$ cat config.mk
export PLATFORM = sky130hd
export DESIGN_NAME = noise_thr_agc
export DESIGN_NICKNAME = d
export VERILOG_FILES = /design/src/rtl/noise_thr_agc.sv
export SDC_FILE = /design/constraint.sdc
export NUM_CORES = 1
export LEC_CHECK = 0
export ABC_AREA = 1
export ABC_CLOCK_PERIOD_IN_PS = 4900
export CAP_MARGIN = 20
export CELL_PAD_IN_SITES_DETAIL_PLACEMENT = 1
export CELL_PAD_IN_SITES_GLOBAL_PLACEMENT = 1
export CORE_MARGIN = 2
export CORE_UTILIZATION = 42
export CTS_BUF_LIST = sky130_fd_sc_hd__clkbuf_8 sky130_fd_sc_hd__clkbuf_16
export DETAILED_ROUTE_END_ITERATION = 10
export PLACE_DENSITY_LB_ADDON = 0.1
export SLEW_MARGIN = 20
export SYNTH_ARGS = -nofsm -noshare
export SYNTH_HDL_FRONTEND = slang
export SYNTH_SLANG_ARGS = --single-unit
$ cat constraint.sdc
create_clock -name clk -period 4.9 [get_ports clk]
set_clock_uncertainty 0.1 [all_clocks]
set_input_delay 1.47 -clock clk [delete_from_list [all_inputs] [get_ports clk]]
set_output_delay 1.47 -clock clk [all_outputs]
set_load 0.05 [all_outputs]
$ cat src/rtl/noise_thr_agc.sv
// Threshold calibration controller for the 2-bit sign/magnitude noise quantizer.
// Quantizes noise samples and tunes the magnitude threshold by successive approximation.
module noise_thr_agc #(
  parameter int NRes      = 16,
  parameter int WIN_LOG2  = 10,
  parameter int THR_INIT  = 2**(NRes-3),
  parameter int STEP_INIT = 2**(NRes-4)
) (
  input  logic                   clk,
  input  logic                   reset_n,
  input  logic                   start,
  input  logic signed [NRes-1:0] smp,
  input  logic                   smp_vld,
  input  logic [WIN_LOG2:0]      tgt_cnt,
  input  logic [WIN_LOG2:0]      tol,
  output logic [NRes-2:0]        thr,
  output logic                   sig_o,
  output logic                   mag_o,
  output logic                   q_vld,
  output logic                   busy,
  output logic                   locked,
  output logic                   fail
);

  // state | meaning
  // IDLE  | waiting for start after reset
  // MEAS  | counting valid samples and mag=1 hits over one window
  // ADJ   | one cycle: compare hits to target, adjust threshold or finish
  // DONE  | result held until next start
  localparam logic [1:0] ST_IDLE = 2'd0;
  localparam logic [1:0] ST_MEAS = 2'd1;
  localparam logic [1:0] ST_ADJ  = 2'd2;
  localparam logic [1:0] ST_DONE = 2'd3;

  localparam int TW = NRes - 1;
  localparam int CW = WIN_LOG2 + 1;
  localparam int EW = WIN_LOG2 + 2;

  localparam logic [TW-1:0]   THR_RST  = TW'(THR_INIT);
  localparam logic [TW-1:0]   STEP_RST = TW'(STEP_INIT);
  localparam logic [TW-1:0]   THR_MAX  = {TW{1'b1}};
  localparam logic [TW-1:0]   THR_MIN  = TW'(1);
  localparam logic [CW-1:0]   WIN_LAST = CW'((2**WIN_LOG2) - 1);
  localparam logic [CW-1:0]   CNT_ONE  = CW'(1);
  localparam logic [NRes-1:0] ONE_N    = NRes'(1);

  logic [1:0]    state_q, state_d;
  logic [TW-1:0] thr_q, thr_d;
  logic [TW-1:0] step_q, step_d;
  logic [CW-1:0] smp_cnt_q, smp_cnt_d;
  logic [CW-1:0] hits_q, hits_d;
  logic          locked_q, locked_d;
  logic          fail_q, fail_d;
  logic          sig_q, sig_d;
  logic          mag_q, mag_d;
  logic          q_vld_q, q_vld_d;

  logic            smp_pos;
  logic [NRes-1:0] smp_neg_mag;
  logic            hit;
  logic signed [EW-1:0] err;
  logic [EW-1:0]   err_abs;
  logic [TW:0]     thr_sum;
  logic [TW-1:0]   thr_up;
  logic [TW-1:0]   thr_dn;

  // Zero counts as negative; the negated magnitude needs the full NRes bits for -2^(NRes-1).
  always_comb begin
    smp_pos     = ~smp[NRes-1] & (|smp);
    smp_neg_mag = ~$unsigned(smp) + ONE_N;
    if (smp_pos) hit = (smp[NRes-2:0] >= thr_q);
    else         hit = ({1'b0, thr_q} < smp_neg_mag);
  end

  always_comb begin
    sig_d   = sig_q;
    mag_d   = mag_q;
    q_vld_d = smp_vld;
    if (smp_vld) begin
      sig_d = ~smp_pos;
      mag_d = hit;
    end
  end

  always_comb begin
    err     = $signed({1'b0, hits_q}) - $signed({1'b0, tgt_cnt});
    err_abs = err[EW-1] ? $unsigned(-err) : $unsigned(err);
    thr_sum = {1'b0, thr_q} + {1'b0, step_q};
    thr_up  = thr_sum[TW] ? THR_MAX : thr_sum[TW-1:0];
    thr_dn  = (thr_q <= step_q) ? THR_MIN : (thr_q - step_q);
  end

  always_comb begin
    state_d   = state_q;
    thr_d     = thr_q;
    step_d    = step_q;
    smp_cnt_d = smp_cnt_q;
    hits_d    = hits_q;
    locked_d  = locked_q;
    fail_d    = fail_q;

    case (state_q)
      ST_IDLE: ;
      ST_MEAS: begin
        if (smp_vld) begin
          smp_cnt_d = smp_cnt_q + CNT_ONE;
          hits_d    = hits_q + {{(CW-1){1'b0}}, hit};
          if (smp_cnt_q == WIN_LAST) state_d = ST_ADJ;
        end
      end
      ST_ADJ: begin
        if (err_abs <= {1'b0, tol}) begin
          locked_d = 1'b1;
          state_d  = ST_DONE;
        end else if (step_q == '0) begin
          fail_d  = 1'b1;
          state_d = ST_DONE;
        end else begin
          // More hits than wanted means the threshold is too low.
          thr_d     = err[EW-1] ? thr_dn : thr_up;
          step_d    = step_q >> 1;
          smp_cnt_d = '0;
          hits_d    = '0;
          state_d   = ST_MEAS;
        end
      end
      ST_DONE: ;
      default: state_d = ST_IDLE;
    endcase

    if (start) begin
      state_d   = ST_MEAS;
      thr_d     = THR_RST;
      step_d    = STEP_RST;
      smp_cnt_d = '0;
      hits_d    = '0;
      locked_d  = 1'b0;
      fail_d    = 1'b0;
    end
  end

  always_ff @(posedge clk or negedge reset_n) begin
    if (!reset_n) begin
      state_q   <= ST_IDLE;
      thr_q     <= THR_RST;
      step_q    <= STEP_RST;
      smp_cnt_q <= '0;
      hits_q    <= '0;
      locked_q  <= 1'b0;
      fail_q    <= 1'b0;
      sig_q     <= 1'b0;
      mag_q     <= 1'b0;
      q_vld_q   <= 1'b0;
    end else begin
      state_q   <= state_d;
      thr_q     <= thr_d;
      step_q    <= step_d;
      smp_cnt_q <= smp_cnt_d;
      hits_q    <= hits_d;
      locked_q  <= locked_d;
      fail_q    <= fail_d;
      sig_q     <= sig_d;
      mag_q     <= mag_d;
      q_vld_q   <= q_vld_d;
    end
  end

  assign thr    = thr_q;
  assign sig_o  = sig_q;
  assign mag_o  = mag_q;
  assign q_vld  = q_vld_q;
  assign busy   = (state_q == ST_MEAS) || (state_q == ST_ADJ);
  assign locked = locked_q;
  assign fail   = fail_q;

endmodule

* After elaboration in Yosys (flattened, before gate mapping)
Cells that the tools add are included.
Cells by class: equal/unequal tests 9, multiplexer cells 34, $add $sub $neg 7, bitwise operators 4, divide/modulo/power cells 0, magnitude comparators 4, reductions and logical operators 12, shifts and indexed selects 0, multipliers 0
Operators by type and width (number):
- two-way mux 15 bit | 11
- two-way mux 11 bit | 6
- one-hot mux 11 bit (2 select lines) | 2
- adder 15 x 15 -> 16 bit | 1
- adder 16 x 1 -> 16 bit (second input constant) | 1
- < comparator 15 x 16 -> 1 bit | 1
- NOT 16 bit | 1
- OR reduction 16 bit | 1
- >= comparator 15 bit | 1
- less-or-equal comparator 15 bit | 1
- logical NOT 15 bit | 1
- subtractor 15 bit | 1
- less-or-equal comparator 12 x 11 -> 1 bit | 1
- two-way mux 12 bit | 1
- inequality test 3 bit (second input constant) | 4
- negator 12 bit | 1
- subtractor 11 x 11 -> 12 bit | 1
- adder 11 x 1 -> 11 bit | 1
- adder 11 x 1 -> 11 bit (second input constant) | 1
- == test 11 x 10 -> 1 bit (second input constant) | 1
- two-way mux 2 bit | 5
- AND reduction 3 bit | 3
- two-way mux 1 bit | 8
- nonzero test 2 bit | 3
- other kinds (10) | 12
Storage, ports and cells: bits in read-only memories 0, register bits after elaboration 59, memory bits (writable) 0, memories 0, bits in latches 0

* Depth between registers and ports, before layout
Gate-level depths: netlist of run 1.
depth in word-level cells 8, mapped depth 32

* Worst setup path before layout of run 1
OpenSTA, ideal clock, no wires.
path type input port to flip-flop, from input smp[0], to register hits_q[10], slack -108 ps, cell stages on the path 27, data arrival time 4843 ps, library setup time 65 ps, cells stage by stage inv_1 -> ha_1 -> nand3_1 -> nor3_1 -> nand2_1 -> nor4_1 -> nand3_1 -> nor2_1 -> xor2_1 -> ha_1 -> nand2_1 -> o21ai_0 -> nor2_1 -> nand2_1 -> nand2_1 -> and2_1 -> ha_1 -> ha_1 -> nand2_1 -> nor2_1 -> nand3_1 -> nor2_1 -> nand3_1 -> xor2_1 -> nor3_1 -> nand3_1 -> nand2_1
On the way: word-level cells in the longest chain between the ends 8, elaborated cells between the ends (all ways) 11, classes of those cells add/sub (2); order compare (2); mux (4); bitwise (2); reduce/logical (1)
Ends and longest elaborated chain:
- from (decl) | RTL line 12 | input logic signed [NRes-1:0] smp,
- NOT 16 bit | RTL line 70 | smp_neg_mag = ~$unsigned(smp) + ONE_N;
- adder 16 x 1 -> 16 bit | RTL line 70
- < comparator 15 x 16 -> 1 bit | RTL line 72 | else hit = ({1'b0, thr_q} < smp_neg_mag);
- two-way mux 1 bit (*) | RTL line 71 | if (smp_pos) hit = (smp[NRes-2:0] >= thr_q);
- net hit | RTL line 60 | logic hit;
- adder 11 x 1 -> 11 bit (*) | RTL line 107 | hits_d = hits_q + {{(CW-1){1'b0}}, hit};
- two-way mux 11 bit (*) | RTL line 105 | if (smp_vld) begin
- one-hot mux 11 bit (2 select lines) (*) | RTL line 102 | case (state_q)
- two-way mux 11 bit (*) | RTL line 131 | if (start) begin
- to (signal assigned) | RTL line 159 | hits_q <= hits_d;
- to (decl) | RTL line 51 | logic [CW-1:0] hits_q, hits_d;
The timed path passes the listed nets; every way through them passes the cells marked *. The select of a mux whose other input is x is not followed. A chain may end at the register's enable or synchronous reset.

* Worst setup path after layout of run 1
from input tgt_cnt[7], to register hits_q[6]
On the way: word-level cells in the longest chain between the ends 6
Ends and longest elaborated chain:
- from (decl) | RTL line 14 | input logic [WIN_LOG2:0] tgt_cnt,
- subtractor 11 x 11 -> 12 bit (*) | RTL line 86 | err = $signed({1'b0, hits_q}) - $signed({1'b0, tgt_cnt});
- negator 12 bit | RTL line 87 | err_abs = err[EW-1] ? $unsigned(-err) : $unsigned(err);
- two-way mux 12 bit (*) | RTL line 87
- less-or-equal comparator 12 x 11 -> 1 bit (*) | RTL line 112 | if (err_abs <= {1'b0, tol}) begin
- inequality test 3 bit (no line) (*)
- AND reduction 4 bit (no line) (*)
Every way passes the cells marked *; elsewhere a longest branch is shown, timed or not.

==> results.sh, run 1 <==
export IMPL_grt_pass1_wl_mm=42.7
export IMPL_synth_ff_type="dfrtp_1"
export IMPL_leakage_nw=5.07
export IMPL_finalWirelength_mm=31.9
export IMPL_end_kind="register"
export IMPL_synth_edf_count=0
export IMPL_grt_use_total_pct=30.5
export IMPL_multiInputGateArea_mm2=0.00531
export IMPL_grt_use_met3_pct=4.38
export IMPL_core_mm2=0.0159
export IMPL_fin_crit_sh_pct=106
export IMPL_grt_pass1_vias=8374
export IMPL_seqPwrFrac_pct=20.4
export IMPL_io_pins=63
export IMPL_die_y_um=132
export IMPL_n_fill_cell=2051
export IMPL_use_met1_pct=39.1
export IMPL_ys_ff_latch=57
export IMPL_critPathMaxFanout=5
export IMPL_layout_min_cycle_time_ns=5.19
export IMPL_postCtsHoldBufs=0
export IMPL_hp_class="register to register"
export IMPL_chipWidth_um=132
export IMPL_gp_congestion=0.965
export IMPL_start_kind="input pin"
export IMPL_slew_violations=0
export IMPL_relSlewSlack_pct=35.2
export IMPL_clkSinkCount=57
export IMPL_powerDensity_mw_per_mm2=314
export IMPL_final_util_pct=60.4
export IMPL_antenna_found_initial=1
export IMPL_synth_warnings=0
export IMPL_rsz0062_at_grt="true"
export IMPL_fmax_ghz=0.193
export IMPL_setup_ws_ns=-0.290
export IMPL_syn_cell_area_mm2=0.00688
export IMPL_cts_tree="done"
export IMPL_p_int_w=0.00163
export IMPL_port_buffers=62
export IMPL_dr_first_iter_drc_count=653
export IMPL_dp_slack_ns=-0.793
export IMPL_cts_reportedPaths_clkPinSlew_ns=0.06
export IMPL_area_growth_pct=39.8
export IMPL_route_detailed_drc=0
export IMPL_hold_viol_final=0
export IMPL_num_nets_final=1376
export IMPL_root_buffer="clkbuf_16"
export IMPL_cp_startpoint="tgt_cnt[7]"
export IMPL_ff_latch_area_mm2=0.00143
export IMPL_switching_power_w=0.00140
export IMPL_irDropWorstVdd_mv=0.436
export IMPL_synth_distinct_cells=42
export IMPL_netlist_instances=1071
export IMPL_wl_per_cell_um=21.7
export IMPL_hold_end="smp_cnt_q[4]$_DFFE_PN0P_"
export IMPL_clockBufferDepth=2
export IMPL_critPathArrivalTime_ns=5.32
export IMPL_dieArea_mm2=0.0174
export IMPL_use_met2_pct=52.4
export IMPL_globalRouteOverflowTotal=0
export IMPL_num_vias=8357
export IMPL_clock_latency_ns=0.35
export IMPL_crit_type="input pin to register"
export IMPL_holdCritStartpoint="smp_cnt_q[4]$_DFFE_PN0P_"
export IMPL_r2r_slack_ns=0.47
export IMPL_avgSynthCellArea_um2=6.43
export IMPL_drv_cap=0
export IMPL_antenna_left=0
export IMPL_r2r_cells=28
export IMPL_dp_hpwl_mm=19.1
export IMPL_dpl_cell_area_mm2=0.00840
export IMPL_regToRegEndpoint="hits_q[3]$_DFFE_PN0P_"
export IMPL_setup_viol=53
export IMPL_grt_busiest_layer="met2"
export IMPL_status="finished with violations"
export IMPL_async_flop_share_pct=100
export IMPL_fin_area_mm2=0.00963
export IMPL_cts_max_level=3
export IMPL_grt_max_degree=39
export IMPL_holdWs_ns=0.423
export IMPL_tightestPinTransition_ns=0.972
export IMPL_pwr_share_clk_pct=23.6
export IMPL_synth_seq_area_share_pct=20.8
export IMPL_placementRows=46
export IMPL_vias_per_cell=5.69
export IMPL_violations="negative setup slack"
export IMPL_start_util_pct=43.2
export IMPL_syn_nets=1201
export IMPL_required_ns=5.03
export IMPL_hold_depth=2
export IMPL_first_pass_iters=5
export IMPL_layout_drive_gt1_share_pct=22.5
export IMPL_reg2reg_from="hits_q[1]$_DFFE_PN0P_"
export IMPL_p_comb_share_pct=56.0
export IMPL_cts_made_buffers=9
export IMPL_swShare_pct=46.2
## critical path, cell delays in order
cell	delay (ns)
clkdlybuf4s50_1	0.45
inv_1	0.04
ha_1	0.38
nand2_1	0.13
buf_4	0.16
nor2_1	0.20
nand3_1	0.19
nand4_1	0.17
nand2_1	0.14
xnor2_1	0.28
ha_1	0.32
nand2_1	0.16
inv_1	0.07
nand2_1	0.07
nand2_1	0.06
nand2_1	0.09
nand2_1	0.10
nand2_2	0.13
nand2_4	0.10
nand2_8	0.10
nand2_8	0.08
buf_4	0.18
nand3_1	0.13
nand2_2	0.08
## power groups by stage
stage	clock network, W	registers [W]	logic, W
finish	0.000713	0.000616	0.00169
global route	0.000734	0.000619	0.00181
CTS	0.000715	0.000607	0.00145
detailed placement	0	0.000611	0.00134
global placement	0	0.000608	0.00129
floorplan	0	0.000638	0.000780
## how the worst max path moves through the flow
stage,endpoint,slack [ns],cells after the start
after floorplan,hits_q[10]$_DFFE_PN0P_,0.05,27
after global placement,hits_q[10]$_DFFE_PN0P_,-0.67,28
after detailed placement,hits_q[10]$_DFFE_PN0P_,-0.79,28
after CTS,hits_q[10]$_DFFE_PN0P_,-0.03,28
after global routing,hits_q[3]$_DFFE_PN0P_,-0.37,25
final,hits_q[6]$_DFFE_PN0P_,-0.29,24
## sequential cells by signal (all words and copies together) (netlist names)
name / flops
sig_o: 1
thr: 15
locked: 1
hits_q: 11
mag_o: 1
state_q: 2
fail: 1
q_vld: 1
step_q: 13
smp_cnt_q: 11
## cells by family after synthesis
group           after synthesis  share of synthesized area, %
simple gates                580                          37.1
xor+xnor                     52                          6.72
flops                        57                          20.8
compound gates              104                          8.07
fa+ha+maj                    88                          16.3
buf+inv                     190                          11.1
## area by class of cell
cell class / instances / share of cell area (%)
clock buffer: 10 / 2.48
antenna: 1 / 0.0260
timing repair buffer: 186 / 17.1
multi-input combinational: 824 / 55.1
inverter: 168 / 6.65
tap: 216 / 2.81
clock inverter: 6 / 0.936
sequential: 57 / 14.8
## layout by cell type (no fill, tap or decap), types with 3 or more instances in the layout
cell	synthesis	final
dlygate4sd2_1	0	3
clkbuf_16	0	9
nand3_2	3	7
nand2_1	308	276
nor2_4	0	10
buf_4	3	113
nor2_1	74	61
a21oi_2	1	5
nand2_4	3	8
clkdlybuf4s50_1	0	45
nand3_1	99	90
inv_1	167	151
dlymetal6s2s_1	0	6
a21oi_1	48	42
nand3b_1	3	3
buf_12	1	5
ha_4	0	11
xnor2_1	11	11
ha_2	0	3
buf_6	0	5
xor2_1	40	37
clkbuf_2	0	4
ha_1	85	71
nand4_1	25	25
nand2_8	0	3
xor2_2	1	3
inv_2	1	14
dfrtp_1	55	55
nand2_2	7	31
a21o_1	3	3
nor3_2	0	5
nor3_1	33	27
o21a_1	3	3
nand3_4	0	5
o21ai_1	3	4
or2_2	4	4
nor2_2	4	7
nor4_1	11	8
o21ai_0	39	36
## synthesized netlist by cell type (all sizes together) (3+ instances only)
cell	instances	area (um^2)
xnor2	11	96.3
ha	85	1060
inv	168	631
nand2	318	1230
nand3	102	526
o21a	3	22.5
xor2	41	367
a21o	3	22.5
dfrtp	55	1380
or2	4	25.0
nor3	33	165
nor4	11	68.8
buf	12	92.6
nand4	25	156
fa	3	60.1
a21oi	49	249
nand3b	3	22.5
clkbuf	10	37.5
o21ai	42	210
nor2	79	323
## repair_timing
action,4_1_cts,5_1_grt
endpoints found under the hold margin,0,0
gates resized for setup,65,126
gates cloned,1,0
setup endpoints to repair,53,53
pin swaps,45,67
setup buffers,19,15
## per-stage QoR
stage	setup TNS, ns	cells	power, W
floorplan	0	1071	0.00142
global placement	-22.31	1418	0.00190
detailed placement	-31.77	1418	0.00195
CTS	-0.0428	1454	0.00277
global route	-15.22	1468	0.00317
finish	-9.04	1468	0.00302
## routing by layer
| metal | part of all wire (%) | vias to the layer above |
|---|---|---|
| li1 | - | 3792 |
| met1 | 42 | 4153 |
| met2 | 49 | 305 |
| met3 | 4.9 | 107 |
| met4 | 4.3 | 0 |
| met5 | 0 | - |
Note: power is estimated with default switching activity, not from simulation.
==> inputs of run 2 (changes only) <==
Settings changed: ABC_CLOCK_PERIOD_IN_PS 4900 to 4200, CORE_UTILIZATION 42 to 38.
Clock period 4.9 ns to 4.2 ns, I/O delays scaled along.
==> run 2 against run 1 <==
The run still ends with negative setup slack left. Hold slack worse by 0.038 ns. First-iteration DRC count is 34% lower. Sequential share of layout area is 0.38 points lower. Critical path type unchanged. Critical endpoint is now hits_q[10]$_DFFE_PN0P_. Largest cell class unchanged. Largest power group unchanged. Highest routed layer unchanged.
==> results.sh, run 2 (same netlist as run 1, synthesis figures left out) <==
export IMPL_cts_tree="done"
export IMPL_antenna_left=0
export IMPL_hold_depth=2
export IMPL_start_kind="input pin"
export IMPL_clockBufferDepth=2
export IMPL_final_common_cell="nand2_1"
export IMPL_start_util_pct=38.6
export IMPL_tns_ns=-15.11
export IMPL_postCtsHoldBufs=0
export IMPL_diodes=0
export IMPL_dr_first_iter_drc_count=428
export IMPL_globalRouteOverflowTotal=0
export IMPL_dieArea_mm2=0.0192
export IMPL_rsz0062_at_grt="true"
export IMPL_vias_per_cell=5.26
export IMPL_num_nets_final=1388
export IMPL_end_kind="register"
export IMPL_tightestPinTransition_ns=1.05
export IMPL_hold_viol_final=0
export IMPL_largest_register_ffs=15
export IMPL_gp_congestion=0.938
export IMPL_cp_startpoint="smp[0]"
export IMPL_slowest_delay_ns=0.26
export IMPL_irDropWorstVdd_mv=0.365
export IMPL_crit_type="input pin to register"
export IMPL_r2r_slack_ns=0.15
export IMPL_layout_drive_gt1_share_pct=24.9
export IMPL_io_pins=63
export IMPL_critPathArrivalTime_ns=4.74
export IMPL_status="finished with violations"
export IMPL_die_y_um=139
export IMPL_placementRows=49
export IMPL_core_mm2=0.0178
export IMPL_crit_slowest_cell="ha_1"
export IMPL_violations="negative setup slack"
export IMPL_total_power_w=0.00343
export IMPL_holdCritStartpoint="mag_o$_DFFE_PN0P_"
export IMPL_leakage_nw=5.15
export IMPL_n_fill_cell=2288
export IMPL_grt_use_total_pct=26.6
export IMPL_grt_pass1_wl_mm=41.4
export IMPL_relSlewSlack_pct=30.1
export IMPL_hp_class="register to register"
export IMPL_cts_made_buffers=9
export IMPL_layout_min_cycle_time_ns=4.56
export IMPL_reg2reg_from="hits_q[0]$_DFFE_PN0P_"
export IMPL_fin_crit_sh_pct=109
export IMPL_cts_max_level=3
export IMPL_wl_per_cell_um=18.1
export IMPL_route_detailed_drc=0
export IMPL_regToRegEndpoint="step_q[9]$_DFFE_PN0P_"
export IMPL_clkSinkCount=57
export IMPL_grt_pass1_vias=8058
export IMPL_grt_max_degree=25
export IMPL_required_ns=4.38
export IMPL_clock_latency_ns=0.35
export IMPL_finalWirelength_mm=27.0
export IMPL_area_growth_pct=43.5
export IMPL_final_cell_mix="nand2_1 (272), inv_1 (149), buf_4 (117)"
export IMPL_drv_cap=0
export IMPL_first_pass_iters=5
export IMPL_setup_ws_ns=-0.360
export IMPL_fmax_ghz=0.219
export IMPL_critPathMaxFanout=2
export IMPL_dp_hpwl_mm=19.1
export IMPL_num_vias=7848
export IMPL_cts_reportedPaths_clkPinSlew_ns=0.06
export IMPL_antenna_found_initial=0
export IMPL_chipWidth_um=139
export IMPL_powerDensity_mw_per_mm2=347
export IMPL_setup_viol=53
export IMPL_r2r_cells=24
export IMPL_port_buffers=62
export IMPL_slew_violations=0
export IMPL_hold_end="mag_o$_DFFE_PN0P_"
export IMPL_root_buffer="clkbuf_16"
## run 2: changes by cell type in the layout (fill, tap and decap cells not counted), sizes merged
cell / previous run / this run
clkdlybuf4s15: 1 / 0
buf: 127 / 140
bufbuf: 0 / 1
clkinv: 2 / 5
clkdlybuf4s50: 45 / 44
dlygate4sd2: 3 / 5
inv: 169 / 168
diode: 1 / 0
dlymetal6s2s: 6 / 3
bufinv: 2 / 1
## run 2: where the power goes
part,switching (W),internal (W)
registers,0.0000674,0.000610
clock network,0.000293,0.000459
logic,0.00119,0.000808
## run 2: final cells by class
cell class | instances | area, um^2 | area share (%)
clock inverters | 7 | 70.1 | 0.709
clock buffers | 9 | 225 | 2.28
well taps | 229 | 287 | 2.90
repair buffers | 198 | 1850 | 18.7
inverters | 168 | 654 | 6.62
multi-input cells | 824 | 5370 | 54.4
flip-flops and latches | 57 | 1430 | 14.5
## run 2: worst max-delay path by stage
stage / endpoint / slack, ns
3_5_place_dp: hits_q[10]$_DFFE_PN0P_ / -1.33
3_3_place_gp: hits_q[10]$_DFFE_PN0P_ / -1.16
5_1_grt: step_q[1]$_DFFE_PN0P_ / -0.61
6_report: hits_q[10]$_DFFE_PN0P_ / -0.36
2_1_floorplan: hits_q[10]$_DFFE_PN0P_ / -0.26
4_1_cts: hits_q[10]$_DFFE_PN0P_ / -0.62
## run 2: per-layer routing
layer	global-route usage, %	part of all wire [%]
met1	36.2	46
met2	45.2	48
met3	3.63	4.1
met4	6.02	1.6
met5	0	0
## run 2: critical path: cells and delay by family
| family | cells | cell delay (ns) |
|---|---|---|
| xor+xnor | 2 | 0.32 |
| fa+ha+maj | 4 | 0.69 |
| simple gates | 18 | 1.88 |
| buf+inv | 4 | 0.40 |
| compound gates | 1 | 0.19 |
## run 2: timing repair
action / CTS / global route
resized for setup: 129 / 69
buffers inserted: 25 / 10
setup endpoints to repair: 53 / 53
pin swaps: 48 / 46
gates cloned: 5 / 0
## run 2: through the flow
stage	cells	area, um^2	setup slack, ns	util [%]	hold slack, ns
5_1_grt	1492	9880	-0.613	55.4	0.414
2_1_floorplan	1071	7010	-0.264	-	0.374
3_5_place_dp	1437	8570	-1.33	48.0	0.376
4_1_cts	1483	9600	-0.621	53.8	0.391
3_3_place_gp	1437	8570	-1.16	48.0	0.366
6_report	1492	9880	-0.360	55.4	0.385
